### src/rtl/fft_seq_pkg.sv
// rtl/fft_seq_pkg.sv - shared states, default constants and stage-size helper for the FFT stage sequencer
package fft_seq_pkg;

    typedef enum logic [2:0] {
        IDLE  = 3'd0,
        LOAD  = 3'd1,
        RUN   = 3'd2,
        DRAIN = 3'd3,
        DONE  = 3'd4
    } seq_state_e;

    localparam int DEF_ADDR_WIDTH      = 12;
    localparam int DEF_CYCLES_PER_BFLY = 10;
    localparam int DEF_DRAIN_CYCLES    = 8;
    localparam int DEF_LOAD_CYCLES     = 2;
    localparam int DEF_MIN_LOG2        = 2;
    localparam int DEF_MAX_LOG2        = 11;

    // A radix-2 stage of N points holds N/2 butterflies.
    function automatic int unsigned bflies_per_stage(input logic [3:0] log2_n);
        return (log2_n == 4'd0) ? 32'd1 : (32'd1 << (log2_n - 4'd1));
    endfunction

endpackage

### src/rtl/fft_stage_sequencer_if.sv
// rtl/fft_stage_sequencer_if.sv - host and controller signal bundle; FFT_SEQ_PERF_CNT_EN adds cycle_count/stall_err
interface fft_stage_sequencer_if
    import fft_seq_pkg::*;
#(
    parameter int ADDR_WIDTH = DEF_ADDR_WIDTH
);
    logic                  start;
    logic [3:0]            log2_n;
    logic                  abort;
    logic                  busy;
    logic                  done;
    logic                  cfg_err;
    logic [3:0]            stage_number;
    logic [3:0]            stage_level;
    logic [ADDR_WIDTH-1:0] max_point_fft;
    logic                  ena_fft_core;
    logic                  ena_fft_wait;
    logic                  ena_mul_fp_clk;
    logic                  stage_done;
`ifdef FFT_SEQ_PERF_CNT_EN
    logic [23:0]           cycle_count;
    logic                  stall_err;

    modport master (
        output start, log2_n, abort,
        input  busy, done, cfg_err, stage_number, stage_level, max_point_fft,
               ena_fft_core, ena_fft_wait, ena_mul_fp_clk, stage_done,
               cycle_count, stall_err
    );

    modport slave (
        input  start, log2_n, abort,
        output busy, done, cfg_err, stage_number, stage_level, max_point_fft,
               ena_fft_core, ena_fft_wait, ena_mul_fp_clk, stage_done,
               cycle_count, stall_err
    );
`else
    modport master (
        output start, log2_n, abort,
        input  busy, done, cfg_err, stage_number, stage_level, max_point_fft,
               ena_fft_core, ena_fft_wait, ena_mul_fp_clk, stage_done
    );

    modport slave (
        input  start, log2_n, abort,
        output busy, done, cfg_err, stage_number, stage_level, max_point_fft,
               ena_fft_core, ena_fft_wait, ena_mul_fp_clk, stage_done
    );
`endif

endinterface

### src/rtl/fft_seq_slot_timer.sv
// rtl/fft_seq_slot_timer.sv - butterfly slot / butterfly counter pair that times one RUN phase
module fft_seq_slot_timer
    import fft_seq_pkg::*;
#(
    parameter int ADDR_WIDTH      = DEF_ADDR_WIDTH,
    parameter int CYCLES_PER_BFLY = DEF_CYCLES_PER_BFLY
) (
    input  logic       clk,
    input  logic       rst_n,
    input  logic       enable,
    input  logic       clear,
    input  logic [3:0] log2_n,
    output logic       slot_last,
    output logic       run_last
);

    localparam int SLOT_W = (CYCLES_PER_BFLY > 1) ? $clog2(CYCLES_PER_BFLY) : 1;
    localparam int BFLY_W = ADDR_WIDTH - 1;
    localparam logic [SLOT_W-1:0] SLOT_MAX = SLOT_W'(CYCLES_PER_BFLY - 1);

    logic [SLOT_W-1:0] slot;
    logic [BFLY_W-1:0] bfly;
    logic [BFLY_W-1:0] bfly_max;

    // End of RUN is matched field by field so the full-length product is never formed.
    assign bfly_max  = BFLY_W'(bflies_per_stage(log2_n) - 32'd1);
    assign slot_last = (slot == SLOT_MAX);
    assign run_last  = slot_last && (bfly == bfly_max);

    always_ff @(posedge clk or negedge rst_n) begin
        if (!rst_n) begin
            slot <= '0;
            bfly <= '0;
        end else if (clear) begin
            slot <= '0;
            bfly <= '0;
        end else if (enable) begin
            if (slot_last) begin
                slot <= '0;
                bfly <= bfly + 1'b1;
            end else begin
                slot <= slot + 1'b1;
            end
        end
    end

endmodule

### src/rtl/fft_stage_sequencer.sv
// rtl/fft_stage_sequencer.sv - stage sequencer for one in-place radix-2 FFT run; FFT_SEQ_PERF_CNT_EN adds cycle/abort telemetry
module fft_stage_sequencer
    import fft_seq_pkg::*;
#(
    parameter int ADDR_WIDTH      = DEF_ADDR_WIDTH,
    parameter int CYCLES_PER_BFLY = DEF_CYCLES_PER_BFLY,
    parameter int DRAIN_CYCLES    = DEF_DRAIN_CYCLES,
    parameter int LOAD_CYCLES     = DEF_LOAD_CYCLES,
    parameter int MIN_LOG2        = DEF_MIN_LOG2,
    parameter int MAX_LOG2        = DEF_MAX_LOG2
) (
    input logic                  clk,
    input logic                  rst_n,
    fft_stage_sequencer_if.slave bus
);

    localparam int PHASE_MAX = (DRAIN_CYCLES > LOAD_CYCLES) ? DRAIN_CYCLES : LOAD_CYCLES;
    localparam int PHASE_W   = $clog2(PHASE_MAX + 1);
    localparam logic [PHASE_W-1:0] LOAD_LAST  = PHASE_W'(LOAD_CYCLES - 1);
    localparam logic [PHASE_W-1:0] DRAIN_LAST = PHASE_W'(DRAIN_CYCLES - 1);
    localparam logic [3:0] MIN_L = 4'(MIN_LOG2);
    localparam logic [3:0] MAX_L = 4'(MAX_LOG2);

    seq_state_e            state_q, state_d;
    logic [3:0]            stage_number_q;
    logic [3:0]            stage_level_q;
    logic [ADDR_WIDTH-1:0] max_point_q;
    logic [PHASE_W-1:0]    phase_q;
    logic                  cfg_err_q;
    logic                  size_ok;
    logic                  start_ok;
    logic                  last_stage;
    logic                  slot_last;
    logic                  run_last;
    logic                  busy_c, done_c, core_c, wait_c, mul_c, sdone_c;

    assign size_ok    = (bus.log2_n >= MIN_L) && (bus.log2_n <= MAX_L);
    assign start_ok   = (state_q == IDLE) && bus.start && !bus.abort && size_ok;
    assign last_stage = (stage_level_q == stage_number_q - 4'd1);

    fft_seq_slot_timer #(
        .ADDR_WIDTH      (ADDR_WIDTH),
        .CYCLES_PER_BFLY (CYCLES_PER_BFLY)
    ) u_slot_timer (
        .clk       (clk),
        .rst_n     (rst_n),
        .enable    (state_q == RUN),
        .clear     (state_d != RUN),
        .log2_n    (stage_number_q),
        .slot_last (slot_last),
        .run_last  (run_last)
    );

    always_ff @(posedge clk or negedge rst_n) begin
        if (!rst_n) state_q <= IDLE;
        else        state_q <= state_d;
    end

    always_comb begin
        state_d = state_q;
        busy_c  = (state_q != IDLE);
        done_c  = (state_q == DONE);
        core_c  = (state_q == RUN);
        wait_c  = (state_q == DRAIN);
        mul_c   = (state_q == RUN) && slot_last;
        sdone_c = (state_q == DRAIN) && (phase_q == DRAIN_LAST);
        case (state_q)
            IDLE:    if (start_ok) state_d = LOAD;
            LOAD:    if (phase_q == LOAD_LAST) state_d = RUN;
            RUN:     if (run_last) state_d = DRAIN;
            DRAIN:   if (phase_q == DRAIN_LAST) state_d = last_stage ? DONE : LOAD;
            DONE:    state_d = IDLE;
            default: state_d = IDLE;
        endcase
        // Abort outranks every transition, including the final DRAIN->DONE.
        if (bus.abort) state_d = IDLE;
    end

    always_ff @(posedge clk or negedge rst_n) begin
        if (!rst_n) begin
            stage_number_q <= '0;
            stage_level_q  <= '0;
            max_point_q    <= '0;
            phase_q        <= '0;
            cfg_err_q      <= 1'b0;
        end else begin
            cfg_err_q <= (state_q == IDLE) && bus.start && !bus.abort && !size_ok;
            if (start_ok) begin
                stage_number_q <= bus.log2_n;
                stage_level_q  <= '0;
                max_point_q    <= ADDR_WIDTH'((32'd1 << bus.log2_n) - 32'd1);
            end else if (state_q == DRAIN && state_d == LOAD) begin
                stage_level_q <= stage_level_q + 4'd1;
            end
            if (state_d != state_q)
                phase_q <= '0;
            else if (state_q == LOAD || state_q == DRAIN)
                phase_q <= phase_q + 1'b1;
        end
    end

`ifdef FFT_SEQ_PERF_CNT_EN
    logic [23:0] cycle_count_q;
    logic        stall_err_q;

    always_ff @(posedge clk or negedge rst_n) begin
        if (!rst_n) begin
            cycle_count_q <= '0;
            stall_err_q   <= 1'b0;
        end else begin
            stall_err_q <= bus.abort && (state_q != IDLE);
            if (start_ok)
                cycle_count_q <= '0;
            else if (busy_c && cycle_count_q != '1)
                cycle_count_q <= cycle_count_q + 1'b1;
        end
    end

    assign bus.cycle_count = cycle_count_q;
    assign bus.stall_err   = stall_err_q;
`else
`endif

    assign bus.busy           = busy_c;
    assign bus.done           = done_c;
    assign bus.cfg_err        = cfg_err_q;
    assign bus.stage_number   = stage_number_q;
    assign bus.stage_level    = stage_level_q;
    assign bus.max_point_fft  = max_point_q;
    assign bus.ena_fft_core   = core_c;
    assign bus.ena_fft_wait   = wait_c;
    assign bus.ena_mul_fp_clk = mul_c;
    assign bus.stage_done     = sdone_c;

endmodule

### src/flat_wrapper.sv
// flat-port wrapper written by rule: the top's interface ports become plain ports
module fft_stage_sequencer_flat import fft_seq_pkg::*;
#(
    parameter int ADDR_WIDTH      = DEF_ADDR_WIDTH,
    parameter int CYCLES_PER_BFLY = DEF_CYCLES_PER_BFLY,
    parameter int DRAIN_CYCLES    = DEF_DRAIN_CYCLES,
    parameter int LOAD_CYCLES     = DEF_LOAD_CYCLES,
    parameter int MIN_LOG2        = DEF_MIN_LOG2,
    parameter int MAX_LOG2        = DEF_MAX_LOG2
)
  (clk, rst_n, bus_start, bus_log2_n, bus_abort, bus_busy, bus_done, bus_cfg_err, bus_stage_number, bus_stage_level, bus_max_point_fft, bus_ena_fft_core, bus_ena_fft_wait, bus_ena_mul_fp_clk, bus_stage_done);
  fft_stage_sequencer_if #(.ADDR_WIDTH(ADDR_WIDTH)) bus_i ();
  input logic clk;
  input logic rst_n;
  input wire logic [$bits(bus_i.start)-1:0] bus_start;
  input wire logic [$bits(bus_i.log2_n)-1:0] bus_log2_n;
  input wire logic [$bits(bus_i.abort)-1:0] bus_abort;
  output wire logic [$bits(bus_i.busy)-1:0] bus_busy;
  output wire logic [$bits(bus_i.done)-1:0] bus_done;
  output wire logic [$bits(bus_i.cfg_err)-1:0] bus_cfg_err;
  output wire logic [$bits(bus_i.stage_number)-1:0] bus_stage_number;
  output wire logic [$bits(bus_i.stage_level)-1:0] bus_stage_level;
  output wire logic [$bits(bus_i.max_point_fft)-1:0] bus_max_point_fft;
  output wire logic [$bits(bus_i.ena_fft_core)-1:0] bus_ena_fft_core;
  output wire logic [$bits(bus_i.ena_fft_wait)-1:0] bus_ena_fft_wait;
  output wire logic [$bits(bus_i.ena_mul_fp_clk)-1:0] bus_ena_mul_fp_clk;
  output wire logic [$bits(bus_i.stage_done)-1:0] bus_stage_done;
  assign bus_i.start = bus_start;
  assign bus_i.log2_n = bus_log2_n;
  assign bus_i.abort = bus_abort;
  assign bus_busy = bus_i.busy;
  assign bus_done = bus_i.done;
  assign bus_cfg_err = bus_i.cfg_err;
  assign bus_stage_number = bus_i.stage_number;
  assign bus_stage_level = bus_i.stage_level;
  assign bus_max_point_fft = bus_i.max_point_fft;
  assign bus_ena_fft_core = bus_i.ena_fft_core;
  assign bus_ena_fft_wait = bus_i.ena_fft_wait;
  assign bus_ena_mul_fp_clk = bus_i.ena_mul_fp_clk;
  assign bus_stage_done = bus_i.stage_done;
  fft_stage_sequencer #(.ADDR_WIDTH(ADDR_WIDTH), .CYCLES_PER_BFLY(CYCLES_PER_BFLY), .DRAIN_CYCLES(DRAIN_CYCLES), .LOAD_CYCLES(LOAD_CYCLES), .MIN_LOG2(MIN_LOG2), .MAX_LOG2(MAX_LOG2)) u_core (.clk(clk), .rst_n(rst_n), .bus(bus_i));
endmodule
### config.mk
export PLATFORM = sky130hd
export DESIGN_NAME = fft_stage_sequencer_flat
export DESIGN_NICKNAME = d
export VERILOG_FILES = /design/src/rtl/fft_seq_pkg.sv /design/src/rtl/fft_stage_sequencer_if.sv /design/src/rtl/fft_seq_slot_timer.sv /design/src/rtl/fft_stage_sequencer.sv /design/src/flat_wrapper.sv
export SDC_FILE = /design/constraint.sdc
export NUM_CORES = 1
export LEC_CHECK = 0
export CAP_MARGIN = 10
export CORE_ASPECT_RATIO = 0.6
export CORE_UTILIZATION = 37
export DETAILED_ROUTE_END_ITERATION = 10
export PLACE_DENSITY = 0.67
export SETUP_SLACK_MARGIN = 0.4
export SLEW_MARGIN = 30
export SYNTH_ARGS = -nofsm -noshare
export SYNTH_HDL_FRONTEND = slang
export SYNTH_SLANG_ARGS = --single-unit
### constraint.sdc
create_clock -name clk -period 4 [get_ports clk]
set_clock_uncertainty 0.1 [all_clocks]
set_input_delay 0.8 -clock clk [delete_from_list [all_inputs] [get_ports clk]]
set_output_delay 0.8 -clock clk [all_outputs]
set_load 0.03 [all_outputs]
# Word-level counts from Yosys, hierarchy flattened
# Index checks and enable logic that the tools add are counted.
word_totals:
  output_inout_bits: 27
  word_cells: 69
  latchBits: 0
  memories: 0
  ramBits: 0
  regBits: 43
  input_bits: 8
  romBits: 0
classes:
  bitwise: 0
  add_sub_neg: 7
  eq_ne: 12
  div: 0
  order_cmp: 2
  mul: 0
  n_reduce_logical: 20
  shift: 2
  n_mux: 18
op_table:
  columns: ["op", "count"]
  rows:
  - ["$mux W11", 4]
  - ["$mux W4", 7]
  - ["$mux W3", 6]
  - ["$add A4 B1 Y4 const B", 3]
  - ["$pmux W3 S4", 1]
  - ["$shl A1 B4 Y12 const A", 1]
  - ["$sub A12 B1 Y12 const B", 1]
  - ["$add A11 B1 Y11 const B", 1]
  - ["$eq A11 B11 Y1", 1]
  - ["$shl A1 B4 Y11 const A", 1]
  - ["$sub A11 B1 Y11 const B", 1]
  - ["$logic_and A1 B1 Y1", 9]
  - ["$reduce_bool A2 Y1", 4]
  - ["$eq A3 B1 Y1 const B", 2]
  - ["$eq A3 B2 Y1 const B", 2]
  - ["$eq A4 B1 Y1 const B", 1]
  - ["$eq A4 B3 Y1 const B", 1]
  - ["$eq A4 B4 Y1", 1]
  - ["$eq A4 B4 Y1 const B", 1]
  - ["$ge A4 B2 Y1 const B", 1]
  - ["$le A4 B4 Y1 const B", 1]
  - ["$logic_not A4 Y1", 1]
  - ["$sub A4 B1 Y4 const B", 1]
  - ["$eq A3 B3 Y1 const B", 1]
  - ["other kinds (7)", 8]

# Longest topological paths before layout
# Gate-level depths: netlist of run 1.
depth:
  depth_word: 13
  mapped_depth: 17
  depth_no_buf: 14

# Modules after synthesis
# A second synthesis of run 1 with hierarchy kept.
unflattened:
  cells_unflattened: 318
  area_unflattened_um2: 2831.5
modules_own_cells:
  columns: ["module", "seq_area_each_um2", "cells_per_inst", "n_inst", "area_each_um2"]
  rows:
  - ["fft_stage_sequencer", 700.7, 182, 1, 1665.3]
  - ["fft_seq_slot_timer", 375.4, 136, 1, 1166.1]

# Worst setup path after synthesis of run 1
# Ideal clock, no wire load.
synth_timing:
  kind: "reg2reg"
  startpoint: "reg u_core.stage_number_q[1] (netlist: u_core.bus.stage_number[1])"
  endpoint: "reg u_core.u_slot_timer.bfly[0]"
  setup_ns: 0.124
  path_stages_with_launch: 16
  t_arrival_ns: 3.703
  path_slack_ns: 0.073
  period_less_slack_ns: 3.927
  path_buffers: 3
  path_cell_list: "dfrtp_1 -> clkbuf_1 -> inv_1 -> ha_1 -> clkbuf_1 -> or2_1 -> o32ai_1 -> nand2_1 -> ha_1 -> xor2_1 -> nand2_1 -> a2111oi_0 -> o2111ai_1 -> nor4_4 -> buf_4 -> nor3_1"
synth_between:
  elab_chain_cells: 12
  elab_cells_between_ends: 18
  classes_between: "2 x add/sub; 3 x eq/ne; 1 x shift; 7 x mux; 5 x reduce/logical"
synth_rtl:
  columns: ["element", "line", "rtl"]
  rows:
  - ["start, declared", "fft_stage_sequencer.sv:25", "logic [3:0] stage_number_q;"]
  - ["start signal, assigned", "fft_stage_sequencer.sv:89", "stage_number_q <= bus.log2_n;"]
  - ["$sub A4 B1 Y4", "fft_seq_pkg.sv:21, fft_stage_sequencer.sv:39", null]
  - ["$shl A1 B4 Y11", "fft_seq_pkg.sv:21", "return (log2_n == 4'd0) ? 32'd1 : (32'd1 << (log2_n - 4'd1));"]
  - ["$mux W11", "fft_seq_pkg.sv:21", null]
  - ["$sub A11 B1 Y11", "fft_seq_slot_timer.sv:26", "assign bfly_max = BFLY_W'(bflies_per_stage(log2_n) - 32'd1);"]
  - ["$eq A11 B11 Y1", "fft_seq_slot_timer.sv:28", "assign run_last = slot_last && (bfly == bfly_max);"]
  - ["$logic_and A1 B1 Y1", "fft_seq_slot_timer.sv:28", null]
  - ["$mux W3", "fft_stage_sequencer.sv:70", "RUN: if (run_last) state_d = DRAIN;"]
  - ["$pmux W3 S4 *", "fft_stage_sequencer.sv:67", "case (state_q)"]
  - ["$mux W3 *", "fft_stage_sequencer.sv:76", "if (bus.abort) state_d = IDLE;"]
  - ["$ne A3 B2 Y1 *", "fft_stage_sequencer.sv:48", ".clear (state_d != RUN),"]
  - ["$reduce_bool A2 Y1 (no source line)", null, null]
  - ["$reduce_and A2 Y1 (no source line)", null, null]
  - ["end signal, assigned", "fft_seq_slot_timer.sv:40", "bfly <= bfly + 1'b1;"]
  - ["end, declared", "fft_seq_slot_timer.sv:22", "logic [BFLY_W-1:0] bfly;"]
# Mark *: on every way between the ends. The rest lies on a longest branch, timed or not.
# A chain may end at the register's enable or synchronous reset.

# Worst setup path in the final report of run 1
layout_timing:
  startpoint: "reg u_core.stage_number_q[0] (netlist: u_core.bus.stage_number[0])"
  endpoint: "reg u_core.phase_q[0]"
layout_between:
  elab_chain_cells: 11
  elab_cells_between_ends: 16
  classes_between: "2 x add/sub; 3 x eq/ne; 1 x shift; 7 x mux; 3 x reduce/logical"
layout_rtl:
  columns: ["element", "line", "rtl"]
  rows:
  - ["$sub A4 B1 Y4", "fft_seq_pkg.sv:21, fft_stage_sequencer.sv:39", null]
  - ["$shl A1 B4 Y11", "fft_seq_pkg.sv:21", null]
  - ["$mux W11", "fft_seq_pkg.sv:21", null]
  - ["$sub A11 B1 Y11", "fft_seq_slot_timer.sv:26", null]
  - ["$eq A11 B11 Y1", "fft_seq_slot_timer.sv:28", null]
  - ["$logic_and A1 B1 Y1", "fft_seq_slot_timer.sv:28", null]
  - ["$mux W3", "fft_stage_sequencer.sv:70", null]
  - ["$pmux W3 S4 *", "fft_stage_sequencer.sv:67", null]
  - ["$mux W3 *", "fft_stage_sequencer.sv:76", null]
  - ["$ne A3 B3 Y1 *", "fft_stage_sequencer.sv:95", "if (state_d != state_q)"]
  - ["$mux W4 or $reduce_bool A2 Y1 (tied branches)", null, null]
  - ["end signal, assigned", "fft_stage_sequencer.sv:98", "phase_q <= phase_q + 1'b1;"]
  - ["end, declared", "fft_stage_sequencer.sv:28", "logic [PHASE_W-1:0] phase_q;"]
# Marked as above.

==> reports/metrics.yaml, run 1 <==
outcome:
  run_status: "complete, no violations"
cells_and_area:
  layout_cells_sized_above_1: 0.126
  fillers: 823
  instances_no_fill: 532
  regArea_um2: 1080
  commonest_cells_after_routing_fill_and_taps_aside: "sky130_fd_sc_hd__nand2_1, sky130_fd_sc_hd__dfrtp_1, sky130_fd_sc_hd__clkdlybuf4s50_1"
  num_antenna_cells: 0
  area_growth_syn_to_layout_pct: 22.9
  num-nets-final: 440
  multi_input_area_um2: 2060
place:
  place.gp.congestion: 0.900
  detailedPlacementHpwl_mm: 5.97
  placement.io_buffers: 34
  placed_cells: 514
power:
  internal_power_mw: 1.21
  irDropWorstVdd_v: 0.000230
  power.switching_fraction: 0.421
  power.net_switching_uw: 881
  power_leakage_nw: 1.56
  power_frac_seq: 0.288
  p_clk_frac: 0.204
  power_frac_comb: 0.508
  power_density_nw_per_um2: 525
floorplanning:
  floorplan.rows: 26
  ios: 35
  dieArea_um2: 9170
  core_region_area_um2: 8520
  initial_core_util: 0.381
  floorplan.die.width_um: 123
  die_height_um: 74.6
timing:
  timing.max_slew.rel_slack: 0.529
  timing_hold_violations_final: 0
  timing_worst_slew_pin_value_ns: 0.707
  maxSlewViolCount: 0
  max_clock_freq_mhz: 300
  period_share: 0.834
  setup-tns-final_ns: 0
  unrepaired_setup_endpoints_after_global_routing: "false"
  final-setup-viol-count: 0
  shortest_clock_period_the_worst_path_allows_after_layout_ns: 3.33
yosys:
  yosysUniqueCellTypes: 59
  syn_avg_cell_area_um2: 8.46
  synthDominantAreaCellType: "sky130_fd_sc_hd__dfrtp_1"
  synth_sequential_area_ratio: 0.331
  syn-num-nets: 405
  synth_warnings: 0
  postSynthCellCount: 384
  synth-edff-count: 0
  ys_seq_elements: 43
  synthDominantCellAreaShare: 0.331
  async_flop_share: 1.00
  dominantRegCellSynth: "sky130_fd_sc_hd__dfrtp_1"
  mappedNetlistArea_um2: 3250
  synth_top_cells_by_area: "sky130_fd_sc_hd__dfrtp_1, sky130_fd_sc_hd__xnor2_1, sky130_fd_sc_hd__ha_1"
clocking:
  root_buffer: "sky130_fd_sc_hd__clkbuf_16"
  worst_skew_pair.late_latency_ns: 0.28
  clk_path_buf_depth: 2
  clock_pin_slew_on_the_worst_setup_and_hold_paths_ns: 0.06
  cts_inserted_buffers: 5
  post_cts_hold_buffer_count: 0
  cts_htree_levels: 2
  clock_tree_from_tritoncts: "done"
  numClockSinks: 43
worst_setup_path:
  crit_path_end_kind: "flop"
  start_kind: "flop"
  worst-endpoint-required_ns: 4.05
  worst-path-max-fanout: 14
  class_of_the_most_critical_setup_path: "flop to flop"
  critPathArrivalTime_ns: 3.38
grt:
  antenna_found_initial: 0
  grt_pass1_vias: 2707
  grt_util_all_layers: 0.196
  maximum_number_of_pins_on_one_net_before_global_route_repair: 44
  grt_residual_overflow: 0
  global_route_wire_length_before_repair_mm: 14.1
job:
  maxCapViolCount: 0
routing:
  detail_route.iter0.violations: 281
  drt_antenna_net_count: 0
  final_wirelength_mm: 8.33
  avgViaCountPerCell: 5.66
  num_vias: 3009
  drt_pass_1_iters: 4
  routedWlPerCell_um: 15.7
  post-route-drc-count: 0
hold_path:
  min_path_type: "flop to flop"
[what timing repair did]
| item | in CTS | in global routing |
|---|---|---|
| buffers inserted | 1 | 8 |
| cloned | 0 | 1 |
| pin swaps | 0 | 5 |
| gates resized for setup | 2 | 11 |
| endpoints found under the setup margin | 17 | 19 |
[state kept, by name, indices dropped and copies added (netlist names)]
| signal | cells |
|---|---|
| u_core.state_q | 3 |
| u_core.bus.cfg_err | 1 |
| u_core.u_slot_timer.slot | 4 |
| u_core.bus.stage_number | 4 |
| u_core.phase_q | 4 |
| u_core.bus.stage_level | 4 |
| u_core.u_slot_timer.bfly | 11 |
| u_core.bus.max_point_fft | 12 |
[worst paths after layout]
kind	from	end	slack, ns	cells after the start
max	u_core.bus.stage_number[0]	u_core.phase_q[0]	0.67	11
min	u_core.bus.max_point_fft[0]	u_core.bus.max_point_fft[0]	0.36	1
max reg2reg	u_core.bus.stage_number[0]	u_core.phase_q[0]	0.67	11
min reg2reg	u_core.bus.max_point_fft[0]	u_core.bus.max_point_fft[0]	0.36	1
max in group asynchronous	rst_n	u_core.bus.stage_number[3]	2.98	1
min in group asynchronous	rst_n	u_core.bus.max_point_fft[10]	0.41	1
[cells by family after synthesis]
kind of cell	after synthesis	share of synthesized area
DFF	43	0.331
AOI/OAI and AO/OA	93	0.196
adders and majority gates	13	0.0501
buffers and inverters	42	0.0547
and+or+nand+nor	152	0.256
xor gates and xnor gates	37	0.0997
muxes	4	0.0127
[power by group through the flow]
| stage | Combinational (mW) | Sequential, mW | Clock, mW |
|---|---|---|---|
| final | 1.06 | 0.604 | 0.428 |
| after global placement | 0.932 | 0.622 | 0 |
| after detailed placement | 0.943 | 0.624 | 0 |
| after floorplan | 0.641 | 0.665 | 0 |
| after global routing | 1.16 | 0.615 | 0.461 |
| after CTS | 0.970 | 0.607 | 0.437 |
[synthesized netlist by cell type (all sizes together) (3+ instances only)]
cell type / instances
a2111oi: 3
a21o: 4
a21oi: 17
and2: 4
and3: 3
buf: 9
clkbuf: 17
dfrtp: 43
ha: 13
inv: 16
mux2i: 3
nand2: 40
nand2b: 7
nand3: 8
nand4: 8
nor2: 26
nor2b: 11
nor3: 24
nor3b: 3
nor4: 6
o21a: 6
o21ai: 25
o22ai: 5
o31ai: 4
o41ai: 3
or3: 4
xnor2: 20
xor2: 17
[routing by layer]
| metal | GRT usage | share of wire | vias up |
|---|---|---|---|
| met5 | 0 | 0 | - |
| met4 | 0.0361 | 0.0082 | 0 |
| met3 | 0.0314 | 0.059 | 7 |
| met2 | 0.258 | 0.39 | 123 |
| met1 | 0.324 | 0.54 | 1435 |
| li1 | - | - | 1444 |
[stage by stage]
stage,utilization,hold slack (ns),total power [mW],worst slack (ns),cell area [um2]
3_5_place_dp,0.436,0.357,1.57,0.257,3710
3_3_place_gp,0.436,0.348,1.55,0.368,3710
4_1_cts,0.456,0.371,2.01,0.426,3880
2_1_floorplan,-,0.404,1.31,0.411,3300
5_1_grt,0.469,0.389,2.24,0.421,3990
6_report,0.469,0.364,2.10,0.666,3990
[cell type report]
class	instances	share of cell area
Multi-Input combinational cell	299	0.515
Sequential cell	43	0.270
Timing Repair Buffer	54	0.124
Clock buffer	8	0.0392
Tap cell	112	0.0351
Inverter	16	0.0160
[critical path, cell delays in order (launching register included)]
cell and delay (ns):
sky130_fd_sc_hd__dfrtp_2 0.41, sky130_fd_sc_hd__buf_4 0.20, sky130_fd_sc_hd__ha_1 0.35, sky130_fd_sc_hd__nor3_1 0.42, sky130_fd_sc_hd__nor2_1 0.11, sky130_fd_sc_hd__a2111oi_0 0.44
sky130_fd_sc_hd__a211oi_1 0.13, sky130_fd_sc_hd__xnor2_1 0.15, sky130_fd_sc_hd__o311ai_0 0.22, sky130_fd_sc_hd__nor4_4 0.39, sky130_fd_sc_hd__buf_6 0.19, sky130_fd_sc_hd__o31ai_1 0.09
Note: power is estimated with default switching activity, not from simulation.
==> run 2: changes to the inputs <==
--- a/config.mk
+++ b/config.mk
@@ -9,7 +9,7 @@
 export CORE_ASPECT_RATIO = 0.6
 export CORE_UTILIZATION = 37
 export DETAILED_ROUTE_END_ITERATION = 10
-export PLACE_DENSITY = 0.67
+export PLACE_DENSITY = 0.65
 export SETUP_SLACK_MARGIN = 0.4
 export SLEW_MARGIN = 30
 export SYNTH_ARGS = -nofsm -noshare
==> constraint.sdc (replaced) <==
create_clock -name clk -period 3.1 [get_ports clk]
set_clock_uncertainty 0.1 [all_clocks]
set_input_delay 0.62 -clock clk [delete_from_list [all_inputs] [get_ports clk]]
set_output_delay 0.62 -clock clk [all_outputs]
set_load 0.03 [all_outputs]
==> reports/metrics.yaml, run 2 (synthesis results as in run 1) <==
power:
  power.net_switching_mw: 1.23
  power.switching_fraction: 0.416
  totalPowerFinal_mw: 2.97
  p_clk_frac: 0.206
  power_frac_comb: 0.540
  irDropWorstVdd_v: 0.000391
  power_leakage_nw: 1.74
  internal_power_mw: 1.73
  power_frac_seq: 0.255
  power_density_nw_per_um2: 681
grt:
  maximum_number_of_pins_on_one_net_before_global_route_repair: 24
  grt_util_all_layers: 0.211
  global_route_wire_length_before_repair_mm: 14.6
  grt_pass1_vias: 2832
  antenna_found_initial: 0
  grt_residual_overflow: 0
clocking:
  cts_htree_levels: 2
  root_buffer: "sky130_fd_sc_hd__clkbuf_16"
  cts_inserted_buffers: 5
  clk_path_buf_depth: 2
  clock_pin_slew_on_the_worst_setup_and_hold_paths_ns: 0.06
  numClockSinks: 43
  worst_skew_pair.late_latency_ns: 0.29
  clock_tree_from_tritoncts: "done"
  post_cts_hold_buffer_count: 0
routing:
  post-route-drc-count: 0
  drt_pass_1_iters: 5
  avgViaCountPerCell: 5.49
  final_wirelength_mm: 9.05
  detail_route.iter0.violations: 256
  num_vias: 3067
  drt_antenna_net_count: 0
  routedWlPerCell_um: 16.2
floorplanning:
  ios: 35
  floorplan.rows: 26
  floorplan.die.width_um: 123
  core_region_area_um2: 8520
  dieArea_um2: 9170
  initial_core_util: 0.381
  die_height_um: 74.6
hold_path:
  min_path_type: "input port to async pin"
outcome:
  violations_in_the_final_reports: "setup timing"
  run_status: "complete, but fails checks"
cells_and_area:
  num_antenna_cells: 0
  regArea_um2: 1080
  largest_register_ffs: 12
  num-nets-final: 468
  commonest_cells_after_routing_fill_and_taps_aside: "sky130_fd_sc_hd__buf_4, sky130_fd_sc_hd__dfrtp_1, sky130_fd_sc_hd__nand2_1"
  final_common_cell: "sky130_fd_sc_hd__buf_4"
  fillers: 782
  multi_input_area_um2: 2160
  area_growth_syn_to_layout_pct: 34.2
  layout_cells_sized_above_1: 0.219
worst_setup_path:
  class_of_the_most_critical_setup_path: "flop to flop"
  start_kind: "flop"
  rrSetupSlack_ns: -0.03
  critPathArrivalTime_ns: 3.20
  worst-endpoint-required_ns: 3.18
  crit_path_end_kind: "flop"
  worst-path-max-fanout: 16
timing:
  final-setup-viol-count: 4
  timing_hold_violations_final: 0
  max_clock_freq_mhz: 320
  final_critical_path_setup_slack_ns: -0.0262
  timing_worst_slew_pin_value_ns: 0.635
  setup-tns-final_ns: -0.0338
  period_share: 1.01
  timing.max_slew.rel_slack: 0.577
  maxSlewViolCount: 0
  unrepaired_setup_endpoints_after_global_routing: "true"
  shortest_clock_period_the_worst_path_allows_after_layout_ns: 3.13
place:
  detailedPlacementHpwl_mm: 6.72
  place.gp.congestion: 0.889
  placement.io_buffers: 34
job:
  maxCapViolCount: 0
run 2: cell types whose count changed in the layout (fill, tap and decap cells not counted), sizes merged:
cell           previous run  this run
buf                      21        48
bufinv                    0         1
clkbuf                    8         6
clkdlybuf4s15             0         1
clkdlybuf4s50            33        29
dlygate4sd2               0         3
inv                      15        16
run 2: final timing paths:
check	start	cells past startpoint	to
setup / recovery	u_core.bus.stage_number[0]	13	u_core.phase_q[3]
hold / removal	rst_n	1	u_core.bus.max_point_fft[10]
setup reg to reg	u_core.bus.stage_number[0]	13	u_core.phase_q[3]
hold reg to reg	u_core.bus.max_point_fft[0]	1	u_core.bus.max_point_fft[0]
max in group asynchronous	rst_n	2	u_core.u_slot_timer.bfly[10]
min in group clk	u_core.bus.max_point_fft[0]	1	u_core.bus.max_point_fft[0]
run 2: area by class of cell:
type / instances / share of cell area
Multi-Input combinational cell: 299 / 0.496
Sequential cell: 43 / 0.248
Inverter: 16 / 0.0144
Timing Repair Buffer: 82 / 0.173
Clock inverter: 2 / 0.00861
Tap cell: 112 / 0.0321
Clock buffer: 5 / 0.0287
run 2: timing repair:
action,in CTS,in global routing
endpoints found under the setup margin,24,24
gates resized for setup,10,28
gates cloned,0,1
pin swaps,1,5
setup buffers,1,5
run 2: worst max-delay path, stage by stage (launching register included):
cell and delay [ns]:
sky130_fd_sc_hd__dfrtp_2 0.43, sky130_fd_sc_hd__inv_2 0.07, sky130_fd_sc_hd__ha_4 0.17, sky130_fd_sc_hd__or2_4 0.24
sky130_fd_sc_hd__o32ai_4 0.29, sky130_fd_sc_hd__nand2_2 0.11, sky130_fd_sc_hd__ha_4 0.27, sky130_fd_sc_hd__xor2_1 0.12
sky130_fd_sc_hd__nand2_1 0.11, sky130_fd_sc_hd__a2111oi_4 0.32, sky130_fd_sc_hd__o2111ai_2 0.20, sky130_fd_sc_hd__nor4_4 0.29
sky130_fd_sc_hd__buf_12 0.20, sky130_fd_sc_hd__o41ai_1 0.09
run 2: per-stage QoR:
stage                     std cells  area, um2  utilization  hold WS [ns]  setup slack, ns
final                           559       4360        0.511         0.221          -0.0262
after global routing            559       4360        0.511         0.253           -0.163
after CTS                       553       4180        0.490         0.229          -0.0499
after detailed placement        545       3990        0.468         0.351          -0.0455
after global placement          545       3990        0.468         0.349           0.0303
after floorplan                 384       3350            -         0.224           -0.393
run 2: power groups by stage:
stage / Clock, mW / Sequential (mW) / Combinational [mW]
floorplan: 0 / 0.858 / 0.857
global placement: 0 / 0.757 / 1.44
detailed placement: 0 / 0.761 / 1.45
CTS: 0.626 / 0.753 / 1.47
global route: 0.644 / 0.771 / 1.73
finish: 0.610 / 0.756 / 1.60
run 2: layer usage:
metal / part of all wire / vias up / track usage
li1: - / 1490 / -
met1: 0.56 / 1476 / 0.337
met2: 0.37 / 91 / 0.272
met3: 0.060 / 10 / 0.0460
met4: 0.013 / 0 / 0.0669
met5: 0 / - / 0
